File: src/rtl/spi_draw_queue_if.sv
// Renderer-side draw-entry handshake bundle for spi_draw_queue.
interface spi_draw_queue_if;
    logic        draw_valid;
    logic        draw_ready;
    logic [7:0]  draw_id;
    logic [15:0] draw_x;
    logic [15:0] draw_y;
    logic [7:0]  draw_flags;

    modport master (
        output draw_valid, draw_id, draw_x, draw_y, draw_flags,
        input  draw_ready
    );

    modport slave (
        input  draw_valid, draw_id, draw_x, draw_y, draw_flags,
        output draw_ready
    );
endinterface

File: src/rtl/spi_draw_queue.sv
// SPI byte-stream parser: assembles draw-sprite commands into a FWFT entry FIFO.
// Define SPI_DRAW_CLIP_EN to discard entries outside SCREEN_W x SCREEN_H.
module spi_draw_queue #(
    parameter int unsigned FIFO_DEPTH = 16,
    parameter logic [7:0]  CMD_SAVE   = 8'h01,
    parameter logic [7:0]  CMD_DRAW   = 8'h02,
    parameter int unsigned SCREEN_W   = 640,
    parameter int unsigned SCREEN_H   = 480
) (
    input  logic                        clock,
    input  logic                        reset_n,
    input  logic                        cs,
    input  logic                        byte_strobe,
    input  logic [7:0]                  byte_data,
    spi_draw_queue_if.master            draw,
    output logic [$clog2(FIFO_DEPTH):0] fifo_count,
    output logic                        overflow,
    input  logic                        overflow_clr,
    output logic                        busy
);
    localparam int unsigned AW = $clog2(FIFO_DEPTH);
    localparam int unsigned CW = AW + 1;

    typedef enum logic [1:0] {IDLE, DRAW, SKIP} state_t;

    typedef struct packed {
        logic [7:0]  id;
        logic [15:0] x;
        logic [15:0] y;
        logic [7:0]  flags;
    } entry_t;

    logic   strobe_s1, strobe_s2, strobe_s3;
    logic   cs_s1, cs_s2;
    logic   accept;
    state_t state;
    logic [2:0]  idx;
    logic [9:0]  cnt;
    logic [7:0]  ent_id, ent_flags;
    logic [15:0] ent_x, ent_y;
    logic   push_pending;
    logic   in_bounds;

    entry_t mem [FIFO_DEPTH];
    entry_t head;
    logic [AW-1:0] wr_ptr, rd_ptr;
    logic   full, valid, pop, push, wr_en, drop;

    always_ff @(posedge clock or negedge reset_n) begin
        if (!reset_n) begin
            strobe_s1 <= 1'b0;
            strobe_s2 <= 1'b0;
            strobe_s3 <= 1'b0;
            cs_s1     <= 1'b1;
            cs_s2     <= 1'b1;
        end else begin
            strobe_s1 <= byte_strobe;
            strobe_s2 <= strobe_s1;
            strobe_s3 <= strobe_s2;
            cs_s1     <= cs;
            cs_s2     <= cs_s1;
        end
    end

    assign accept = strobe_s2 & ~strobe_s3;

    // Byte is processed before a coincident cs rise forces IDLE, so a completing
    // 6th draw byte still raises push_pending.
    always_ff @(posedge clock or negedge reset_n) begin
        if (!reset_n) begin
            state        <= IDLE;
            idx          <= '0;
            cnt          <= '0;
            ent_id       <= '0;
            ent_x        <= '0;
            ent_y        <= '0;
            ent_flags    <= '0;
            push_pending <= 1'b0;
        end else begin
            push_pending <= 1'b0;
            if (accept) begin
                case (state)
                    IDLE: begin
                        if (byte_data == CMD_DRAW) begin
                            state <= DRAW;
                            idx   <= '0;
                        end else if (byte_data == CMD_SAVE) begin
                            state <= SKIP;
                            cnt   <= 10'd513;
                        end
                    end
                    DRAW: begin
                        idx <= idx + 3'd1;
                        case (idx)
                            3'd0: ent_id      <= byte_data;
                            3'd1: ent_x[15:8] <= byte_data;
                            3'd2: ent_x[7:0]  <= byte_data;
                            3'd3: ent_y[15:8] <= byte_data;
                            3'd4: ent_y[7:0]  <= byte_data;
                            default: begin
                                ent_flags    <= byte_data;
                                push_pending <= 1'b1;
                                state        <= IDLE;
                            end
                        endcase
                    end
                    SKIP: begin
                        cnt <= cnt - 10'd1;
                        if (cnt == 10'd1) state <= IDLE;
                    end
                    default: state <= IDLE;
                endcase
            end
            if (cs_s2) state <= IDLE;
        end
    end

    assign busy = (state != IDLE);

`ifdef SPI_DRAW_CLIP_EN
    assign in_bounds = ({16'd0, ent_x} < SCREEN_W) && ({16'd0, ent_y} < SCREEN_H);
`else
    logic [31:0] unused_screen;
    assign unused_screen = SCREEN_W ^ SCREEN_H;
    assign in_bounds     = 1'b1;
`endif

    assign full  = (fifo_count == CW'(FIFO_DEPTH));
    assign valid = (fifo_count != '0);
    assign pop   = valid & draw.draw_ready;
    assign push  = push_pending & in_bounds;
    // A pop in the same cycle frees the slot, so a push into a full FIFO still lands.
    assign wr_en = push & (~full | pop);
    assign drop  = push & full & ~pop;

    always_ff @(posedge clock or negedge reset_n) begin
        if (!reset_n) begin
            wr_ptr     <= '0;
            rd_ptr     <= '0;
            fifo_count <= '0;
            overflow   <= 1'b0;
        end else begin
            if (wr_en) wr_ptr <= wr_ptr + 1'b1;
            if (pop)   rd_ptr <= rd_ptr + 1'b1;
            case ({wr_en, pop})
                2'b10:   fifo_count <= fifo_count + CW'(1);
                2'b01:   fifo_count <= fifo_count - CW'(1);
                default: fifo_count <= fifo_count;
            endcase
            if (drop)              overflow <= 1'b1;
            else if (overflow_clr) overflow <= 1'b0;
        end
    end

    always_ff @(posedge clock) begin
        if (wr_en) mem[wr_ptr] <= '{id: ent_id, x: ent_x, y: ent_y, flags: ent_flags};
    end

    assign head            = mem[rd_ptr];
    assign draw.draw_valid = valid;
    assign draw.draw_id    = valid ? head.id    : '0;
    assign draw.draw_x     = valid ? head.x     : '0;
    assign draw.draw_y     = valid ? head.y     : '0;
    assign draw.draw_flags = valid ? head.flags : '0;
endmodule

File: src/flat_wrapper.sv
// flat-port wrapper written by rule: the top's interface ports become plain ports
module spi_draw_queue_flat 
#(
    parameter int unsigned FIFO_DEPTH = 16,
    parameter logic [7:0]  CMD_SAVE   = 8'h01,
    parameter logic [7:0]  CMD_DRAW   = 8'h02,
    parameter int unsigned SCREEN_W   = 640,
    parameter int unsigned SCREEN_H   = 480
)
  (clock, reset_n, cs, byte_strobe, byte_data, fifo_count, overflow, overflow_clr, busy, draw_draw_valid, draw_draw_id, draw_draw_x, draw_draw_y, draw_draw_flags, draw_draw_ready);
  spi_draw_queue_if draw_i ();
  input  logic clock;
  input  logic reset_n;
  input  logic cs;
  input  logic byte_strobe;
  input  logic [7:0] byte_data;
  output logic [$clog2(FIFO_DEPTH):0] fifo_count;
  output logic overflow;
  input  logic overflow_clr;
  output logic busy;
  output wire logic [$bits(draw_i.draw_valid)-1:0] draw_draw_valid;
  output wire logic [$bits(draw_i.draw_id)-1:0] draw_draw_id;
  output wire logic [$bits(draw_i.draw_x)-1:0] draw_draw_x;
  output wire logic [$bits(draw_i.draw_y)-1:0] draw_draw_y;
  output wire logic [$bits(draw_i.draw_flags)-1:0] draw_draw_flags;
  input wire logic [$bits(draw_i.draw_ready)-1:0] draw_draw_ready;
  assign draw_draw_valid = draw_i.draw_valid;
  assign draw_draw_id = draw_i.draw_id;
  assign draw_draw_x = draw_i.draw_x;
  assign draw_draw_y = draw_i.draw_y;
  assign draw_draw_flags = draw_i.draw_flags;
  assign draw_i.draw_ready = draw_draw_ready;
  spi_draw_queue #(.FIFO_DEPTH(FIFO_DEPTH), .CMD_SAVE(CMD_SAVE), .CMD_DRAW(CMD_DRAW), .SCREEN_W(SCREEN_W), .SCREEN_H(SCREEN_H)) u_core (.clock(clock), .reset_n(reset_n), .cs(cs), .byte_strobe(byte_strobe), .byte_data(byte_data), .draw(draw_i), .fifo_count(fifo_count), .overflow(overflow), .overflow_clr(overflow_clr), .busy(busy));
endmodule
File: config.mk
export PLATFORM = sky130hd
export DESIGN_NAME = spi_draw_queue_flat
export DESIGN_NICKNAME = d
export VERILOG_FILES = /design/src/rtl/spi_draw_queue_if.sv /design/src/rtl/spi_draw_queue.sv /design/src/flat_wrapper.sv
export SDC_FILE = /design/constraint.sdc
export NUM_CORES = 1
export LEC_CHECK = 0
export CORE_MARGIN = 2
export CORE_UTILIZATION = 30
export DETAILED_ROUTE_END_ITERATION = 16
export GPL_ROUTABILITY_DRIVEN = 0
export HOLD_SLACK_MARGIN = 0.12
export SLEW_MARGIN = 20
export SYNTH_ARGS = -nofsm -noshare
export SYNTH_HDL_FRONTEND = slang
export SYNTH_SLANG_ARGS = --single-unit
File: constraint.sdc
create_clock -name clock -period 8.4 [get_ports clock]
set_input_delay 1.68 -clock clock [delete_from_list [all_inputs] [get_ports clock]]
set_output_delay 1.68 -clock clock [all_outputs]
set_load 0.05 [all_outputs]
Word-level counts from Yosys, hierarchy flattened
Memories as Yosys holds them, arrays and structs flattened.
Cells that the tools add are included.
- memories kept: 1
- flip-flop bits (word level): 83
- input port bits: 14
- memory bits (writable): 768
- mux-type cells: 24
- eq/ne operators: 18
- reduce and logical (&&, ||, !) cells: 19
- bitwise gates (word level): 10
- add/subtract/negate cells: 6
- memories (memory ; depth ; bits a word ; read ports ; clocked after Yosys merged registers in ; write ports ; line ; source):
    u_core.mem ; 16 ; 48 ; 1 ; 0 ; 1 ; spi_draw_queue.sv:44 ; entry_t mem [FIFO_DEPTH];
- operators by type and width (operator ; number):
    2-to-1 mux 16 bit ; 2
    AND reduction 3 bit ; 7
    2-to-1 mux 10 bit ; 2
    one-hot mux 10 bit (2 select lines) ; 1
    2-to-1 mux 8 bit ; 2
    2-to-1 mux 2 bit ; 6
    nonzero test 2 bit ; 6
    == test 10 x 1 -> 1 bit, second input constant ; 1
    one-hot mux 5 bit (2 select lines) ; 1
    subtractor 10 x 1 -> 10 bit, second input constant ; 1
    adder 4 x 1 -> 4 bit, second input constant ; 2
    == test 8 x 1 -> 1 bit, second input constant ; 1
    == test 8 x 2 -> 1 bit, second input constant ; 1
    AND reduction 4 bit ; 2
    2-to-1 mux 1 bit ; 7
    == test 3 x 2 -> 1 bit, second input constant ; 2
    one-hot mux 2 bit (3 select lines) ; 1
    one-hot mux 3 bit (2 select lines) ; 1
    adder 5 x 1 -> 5 bit, second input constant ; 1
    bitwise AND 1 bit ; 5
    == test 5 bit, second input constant ; 1
    nonzero test 5 bit ; 1
    OR reduction 5 bit ; 1
    subtractor 5 x 1 -> 5 bit, second input constant ; 1
    15 further kinds ; 21

Depth between registers and ports, before layout
Gate-level depths: netlist of run 1.
- depth after elaboration: 6
- gate-level depth with buffers: 9
- gate-level depth less buffers: 8

Worst setup path after synthesis of run 1
No wires, ideal clock.
- path type: input to register
- start: input port draw_draw_ready
- end: memory u_core.mem[3][0] (netlist name) (enable)
- library setup time: 0.573 ns
- arrival time: 6.476 ns
- required time: 7.827 ns
- slack: 1.351 ns
- stages on the path: 3
- path buffers: 0
- cell sequence: nand2b_1 > o21ai_2 > nor4_1
- word-level cells in the longest chain between the ends: 5
- RTL lines (element ; line ; source):
    start: declaration ; flat_wrapper.sv:26 ; input wire logic [$bits(draw_i.draw_ready)-1:0] draw_draw_ready;
    bitwise AND 1 bit ; spi_draw_queue.sv:130 ; assign pop = valid & draw.draw_ready;
    OR 1 bit ; spi_draw_queue.sv:133 ; assign wr_en = push & (~full | pop);
    bitwise AND 1 bit ; spi_draw_queue.sv:133 ;
    2-to-1 mux 1 bit ; spi_draw_queue.sv:156 ; if (wr_en) mem[wr_ptr] <= '{id: ent_id, x: ent_x, y: ent_y, flags: ent_flags};
    2-to-1 mux 1 bit (implied by the code) ; spi_draw_queue.sv:156 ;
    end: declaration ; spi_draw_queue.sv:44 ;
No other way between the ends.

Final worst setup path of run 1
- start: register u_core.rd_ptr[1]
- end: output port draw_draw_y[1]
- word-level cells in the longest chain between the ends: 2
- RTL lines (element ; line ; source):
    start: declaration ; spi_draw_queue.sv:46 ; logic [AW-1:0] wr_ptr, rd_ptr;
    start signal: assignment ; spi_draw_queue.sv:144 ; if (pop) rd_ptr <= rd_ptr + 1'b1;
    memory read (16 x 48 bit) ; -- ;
    2-to-1 mux 16 bit ; spi_draw_queue.sv:163 ; assign draw.draw_y = valid ? head.y : '0;
    end: declaration ; flat_wrapper.sv:24 ; output wire logic [$bits(draw_i.draw_y)-1:0] draw_draw_y;
No other way between the ends.

==> summary.md, run 1 <==
| Metric | Value |
|---|---|
| Critical R2R Launch | `u_core.fifo_count[1]$_DFFE_PN0P_` |
| Post-route cell area | `0.0385 mm^2` |
| Total clock sinks | `851` |
| N_diodes | `0` |
| Number of flops mapped to enable cells by yosys | `768` |
| Max VDD drop | `0.240 mV` |
| Placement Setup Slack | `3.00 ns` |
| CP Capture Point | `draw_draw_y[1]` |
| Switching power | `4.13 mW` |
| Post-route minimum period | `6.05 ns` |
| First-pass GRT wire length | `116000 um` |
| Clk pwr share | `30.9%` |
| Logic pwr share | `30.3%` |
| Main synth FF type | `edfxtp_1` |
| Post-synthesis cell count | `1592` |
| Sequential Power Share | `38.8%` |
| Iteration-0 DRC Markers | `1517` |
| Flops & latches, synth | `851` |
| Top routing layer used | `met4` |
| Startpoint types | `flip-flop` |
| Fin crit share | `72.0%` |
| CTS buffer count | `88` |
| Final hold vios | `0` |
| Drt pass-1 iters | `5` |
| Final worst slack | `2.35 ns` |
| # fillers | `10000` |
| I/O Pins | `70` |
| Slew HR | `26.5%` |
| Final Slew Violations | `0` |
| M1 wire length | `32400 um` |
| Seq/Total Area, Yosys | `75.9%` |
| Power Total | `12.7 mW` |
| Synth area leaders | `edfxtp_1, mux4_2, dfrtp_1, mux2_2, nand3_1` |
| Status | `finished clean` |
| Area of the die | `0.113 mm^2` |
| DRC | `0` |
| DR WL met3 | `4330 um` |
| Initial antenna violation count | `3` |
| Pwr Density | `329 mW/mm^2` |
| Met2 wire len | `40500 um` |
| TNS Setup | `0 ns` |
| Mapped cell area | `0.0331 mm^2` |
| Area Growth Syn to Fin | `16.3%` |
| Syn_nets | `1620` |
| CP Max Fanout | `86` |
| Total congestion overflow | `0` |
| Starting Density | `30.3%` |
| Internal power | `8.56 mW` |
| Setup Fix Bufs, Post-CTS | `0` |
| Post-synthesis async set-or-reset flop share | `9.75%` |
| Setup crit start | `u_core.rd_ptr[1]$_DFFE_PN0N_` |
| Clk slew on worst S/H paths | `0.06 ns` |
| CTS H-tree lvls | `3` |
| RSZ-0062 raised after global routing | `false` |
| Most common cell after layout, fill and taps aside | `edfxtp_1` |
| Synth top area share | `69.6%` |
| Antenna Nets Post-Route | `0` |
| Crit Reg-Reg Endpoint | `u_core.mem[14][2]$_DFFE_PP_` |
| Max Freq | `165 MHz` |
| CTS Root Cell | `clkbuf_16` |
| Clk Latency, worst-skew pair | `0.64 ns` |
| Vertical die dimension | `336 um` |
| Max-Cap Viols | `0` |
| Most frequent cells in the layout | `edfxtp_1, mux4_2, nand3_1, clkbuf_16, mux2_2` |
| Core area | `0.109 mm^2` |
| Placed cell areas | `0.0356 mm^2` |
| Least-Margin Pin Slew | `1.10 ns` |
| Number of global-route vias before repair | `16900` |
| Total number of vias | `16100` |
| # rows | `121` |
| R2r setup slk | `4.82 ns` |
| Setup crit end kind | `output port` |
| Share of layout cells above drive strength 1 | `26.5%` |
| Final setup vio count | `0` |
| Final net count | `1725` |
| Hpwl dp | `39900 um` |
| Post-CTS Resized | `0` |
| Bufs on Longest Clock Path | `3` |
| Sw frac | `32.5%` |
| Largest net degree at the start of global routing | `87` |
| Clk_skew | `0.0233 ns` |
| Cell depth of the worst flop-to-flop path | `5` |
| Yosys cell types | `60` |
| Die width | `336 um` |
| Input/output buffers | `69` |
| Kind of critical path | `flip-flop to output port` |
| Routed WL | `79300 um` |
| Total global-route track usage | `14.1%` |
| HP Class | `flip-flop to flip-flop` |
| Number of vias per cell | `4.94` |
| Leakage Power | `12.5 nW` |
| Hold slack final | `0.358 ns` |
| CTS tree | `done` |
| Hold buffers post-CTS | `0` |
| Syn Area/Cell | `20.8 um^2` |
| Worst endpoint data arrival time | `4.37 ns` |
| Yosys warnings | `0` |
| Yosys top cell by area | `edfxtp_1` |
| CP required | `6.72 ns` |
| Wire length per cell | `24.4 um` |
[critical path, stage by stage (launching register included)]
cell	delay (ns)
dfrtp_4	1.09
buf_12	0.60
mux4_2	0.58
mux2_2	0.28
nand2_1	0.06
nand3_1	0.26
clkdlybuf4s50_1	0.79
[synth_stat cells (2+ instances only)]
library cell    n
xnor2_1         7
buf_2          29
o21ai_1         2
edfxtp_1      768
nor3b_2         2
mux2i_1         2
o2bb2ai_1       2
o31ai_1         3
xor2_1          2
buf_1           8
nor2b_1         4
and3_1          4
nor3b_1         3
ha_1           14
a22o_1          7
mux2_1         17
nand3_1       150
nand2_1        67
buf_6           5
and2_1         10
nand4_1         2
nor3_1          2
mux4_2        186
nand2b_1        2
dfstp_2         2
o21ai_0         9
dfrtp_1        81
mux2_2         84
nor4_1          7
mux4_1          6
nor2_1         10
inv_1          17
a21oi_1         6
a31oi_1         3
or3_1           3
or2_2           3
buf_12          3
clkbuf_1       38
[registers in the layout, summed over array words and instances (netlist names)]
name,cells
u_core.idx,3
u_core.strobe_s3,1
u_core.rd_ptr,4
u_core.ent_id,8
u_core.push,1
u_core.strobe_s2,1
u_core.cs_s2,1
u_core.overflow,1
u_core.strobe_s1,1
u_core.state,2
u_core.ent_flags,8
u_core.wr_ptr,4
u_core.cs_s1,1
u_core.cnt,10
u_core.ent_x,16
u_core.ent_y,16
u_core.fifo_count,5
u_core.mem,768
[through the flow]
| step | instances | utilization (%) |
|---|---|---|
| 2_1_floorplan | 1592 | - |
| 3_3_place_gp | 3083 | 32.6 |
| 3_5_place_dp | 3083 | 32.6 |
| 4_1_cts | 3246 | 35.3 |
| 5_1_grt | 3246 | 35.3 |
| 6_report | 3246 | 35.3 |
[layout make-up]
class / count / area, um^2 / share of cell area (%)
Inverter: 17 / 63.8 / 0.166
Tap cell: 1476 / 1850 / 4.79
Clock inverter: 41 / 490 / 1.27
Sequential cell: 851 / 25200 / 65.3
Multi-Input combinational cell: 640 / 7570 / 19.7
Clock buffer: 122 / 2440 / 6.33
Timing Repair Buffer: 99 / 951 / 2.47
[metal layers]
layer	track usage, %	vias up
met5	0	-
met4	4.73	0
met3	2.14	130
met2	24.3	498
met1	18.3	8662
li1	-	6761
[logic make-up after synthesis]
logic type	count (synthesis)	share of synthesized area (%)
AO/OA/AOI/OAI	45	0.956
AND/OR/NAND/NOR	277	4.24
XOR/XNOR	9	0.238
buffers and inverters	101	1.53
flip-flops	851	75.9
multiplexers	295	16.6
adder cells (fa/ha/maj)	14	0.529
[power by group through the flow]
stage	clock, mW	sequential (mW)	combinational (mW)
after detailed placement	0	5.01	3.96
after CTS	3.99	4.92	3.97
final	3.92	4.92	3.85
after global routing	4.16	4.94	4.10
after floorplan	0	4.84	2.86
after global placement	0	5.00	3.95
[how the worst min path moves through the flow]
| stage | start | endpoint | slack (ns) | cells past startpoint |
|---|---|---|---|---|
| floorplan | u_core.strobe_s1$_DFF_PN0_ | u_core.strobe_s2$_DFF_PN0_ | 0.33 | 0 |
| detailed placement | u_core.strobe_s1$_DFF_PN0_ | u_core.strobe_s2$_DFF_PN0_ | 0.35 | 0 |
| CTS | u_core.cs_s1$_DFF_PN1_ | u_core.cs_s2$_DFF_PN1_ | 0.36 | 0 |
| global route | u_core.cs_s1$_DFF_PN1_ | u_core.cs_s2$_DFF_PN1_ | 0.36 | 0 |
| finish | u_core.cs_s1$_DFF_PN1_ | u_core.cs_s2$_DFF_PN1_ | 0.36 | 0 |
| global placement | u_core.strobe_s1$_DFF_PN0_ | u_core.strobe_s2$_DFF_PN0_ | 0.33 | 0 |
Power figures use the tool's default switching activity.
==> inputs of run 2 (changes only) <==
Clock period 8.4 ns to 5.6 ns, I/O delays scaled along.
==> run 2 against run 1 <==
  * Clock power up 46%
  * Worst setup slack got worse by 1.6 ns
  * Wire length is 1.6% higher
  * Critical path type unchanged
  * Final cell count grew 0.34%
  * Sequential share of layout area is 0.32 points lower
  * First-iteration DRC count grew 1.6%
  * Combinational power increased by 58%
  * Via count is 0.32% higher
  * Die area is the same
  * Largest power group unchanged
  * Non-clock buffer count rose by 12
  * Core utilization increased by 0.17 points
==> summary.md, run 2 (synthesized netlist as in run 1, its figures left out) <==
| Metric | Value |
|---|---|
| Clk_skew | `0.0235 ns` |
| Number of global-route vias before repair | `16900` |
| FF/Latch Area | `0.0252 mm^2` |
| Critical Path Stages | `6` |
| Max-Cap Viols | `0` |
| Leakage Power | `12.6 nW` |
| Startpoint types | `flip-flop` |
| Number of vias per cell | `4.94` |
| Clk Latency, worst-skew pair | `0.63 ns` |
| Power Total | `19.0 mW` |
| Iteration-0 DRC Markers | `1541` |
| Fin crit share | `87.0%` |
| Least-Margin Pin Slew | `1.16 ns` |
| Largest net degree at the start of global routing | `92` |
| # rows | `121` |
| Vertical die dimension | `336 um` |
| HP Class | `flip-flop to flip-flop` |
| CP Cell Sequence | `nor4_4, nand2_4, buf_12, nand3_1, nand3_1, clkdlybuf4s50_1` |
| Setup crit end kind | `output port` |
| Placed Instances | `3095` |
| First-pass GRT wire length | `118000 um` |
| Die width | `336 um` |
| Slew HR | `22.4%` |
| Buffers and inverters on the worst path | `2` |
| Top Family by Delay on Critical Path | `simple AND/OR/NAND/NOR gates` |
| CTS buffer count | `86` |
| Clk slew on worst S/H paths | `0.06 ns` |
| Routed WL | `80600 um` |
| CTS tree | `done` |
| Core area | `0.109 mm^2` |
| Finished Layout Cells | `3257` |
| Post-route minimum period | `4.87 ns` |
| CP Max Fanout | `74` |
| Setup Fix Bufs, Post-CTS | `0` |
| Final core occ | `35.5%` |
| Cell depth of the worst flop-to-flop path | `5` |
| Pwr Density | `492 mW/mm^2` |
| CP required | `4.48 ns` |
| Total clock sinks | `851` |
| Max Freq | `205 MHz` |
| Input/output buffers | `69` |
| Largest reg by FF count | `u_core.mem` |
| Max VDD drop | `0.358 mV` |
| Initial antenna violation count | `2` |
| Max reg flops | `768` |
| Status | `finished clean` |
| Hpwl dp | `43400 um` |
| I/O Pins | `70` |
| Area of the multi-input gates | `0.00757 mm^2` |
| Share of layout cells above drive strength 1 | `27.1%` |
| Final Slew Violations | `0` |
| CP max stage delay | `0.80 ns` |
| RSZ-0062 raised after global routing | `false` |
| Total congestion overflow | `0` |
| Starting Density | `30.3%` |
| Bufs on Longest Clock Path | `3` |
| Final hold vios | `0` |
| Final setup vio count | `0` |
| Most common cell after layout, fill and taps aside | `edfxtp_1` |
| Largest registers | `u_core.mem x768, u_core.ent_x x16, u_core.ent_y x16` |
| Antenna Nets Post-Route | `0` |
| Worst endpoint data arrival time | `3.75 ns` |
| Most used cell, CP | `nand3_1` |
| Kind of critical path | `flip-flop to output port` |
| Total number of vias | `16100` |
| Hold path depth | `0` |
| Hold buffers post-CTS | `0` |
| Area Growth Syn to Fin | `16.8%` |
| CTS H-tree lvls | `3` |
| Total global-route track usage | `14.3%` |
| Critical path's slowest cell | `clkdlybuf4s50_1` |
| Final net count | `1735` |
| DRC | `0` |
| Post-CTS Resized | `0` |
| # fillers | `9969` |
| Most frequent cells in the layout | `edfxtp_1, mux4_2, nand3_1, clkbuf_16, mux2_2` |
| Area of the die | `0.113 mm^2` |
| Wire length per cell | `24.7 um` |
| CTS Root Cell | `clkbuf_16` |
| Drt pass-1 iters | `5` |
## run 2: changes by cell type in the layout (fill, tap and decap cells not counted), sizes merged
| cell | change |
|---|---|
| buf | +12 |
| clkinv | +10 |
| clkbuf | -5 |
| bufinv | -3 |
| clkinvlp | -3 |
| diode | +1 |
| inv | -1 |
## run 2: final timing paths
kind	startpoint	to	slack (ns)
min	u_core.strobe_s1$_DFF_PN0_	u_core.strobe_s2$_DFF_PN0_	0.35
max	u_core.fifo_count[1]$_DFFE_PN0P_	draw_draw_id[3]	0.73
max in group asynchronous	reset_n	u_core.rd_ptr[3]$_DFFE_PN0N_	3.95
max reg2reg	u_core.fifo_count[1]$_DFFE_PN0P_	u_core.mem[12][23]$_DFFE_PP_	2.56
min in group asynchronous	reset_n	u_core.cnt[0]$_DFFE_PN0P_	0.64
min reg2reg	u_core.strobe_s1$_DFF_PN0_	u_core.strobe_s2$_DFF_PN0_	0.35
## run 2: power breakdown
part	switching, mW	total, mW	internal, mW
registers	0.252	7.23	6.98
logic	3.61	6.08	2.47
clock network	2.37	5.71	3.35
## run 2: worst reg2reg max path: stages (launching register included)
cell     delay [ns]
dfrtp_1        0.56
nor4_4         0.14
a31oi_1        0.51
nand3_1        0.49
nor2_4         0.74
buf_12         0.29
## run 2: metal layers
layer / vias to the layer above / wire length [um] / share of wire (%) / GRT usage, %
met1: 8779 / 33300 / 41 / 18.4
met3: 76 / 3660 / 4.5 / 1.86
met2: 463 / 42400 / 53 / 25.4
met4: 0 / 1240 / 1.5 / 3.55
met5: - / 0 / 0 / 0
li1: 6784 / - / - / -
## run 2: area by class of cell
type | instances | area share, %
tap | 1476 | 4.77
multi-input combinational | 640 | 19.6
inverter | 17 | 0.165
timing repair buffer | 111 | 3.17
clock buffer | 117 | 6.33
antenna | 1 | 0.00647
sequential | 851 | 65.0
clock inverter | 44 | 0.999
## run 2: metrics by stage
step           cell area (um^2)  TNS (ns)  setup WS (ns)  hold WS [ns]
3_5_place_dp              35900         0           1.34         0.336
2_1_floorplan             33100   -170.65         -0.889         0.331
5_1_grt                   38700         0          0.669         0.359
6_report                  38700         0          0.729         0.349
3_3_place_gp              35900         0           1.36         0.333
4_1_cts                   38700         0          0.759         0.349
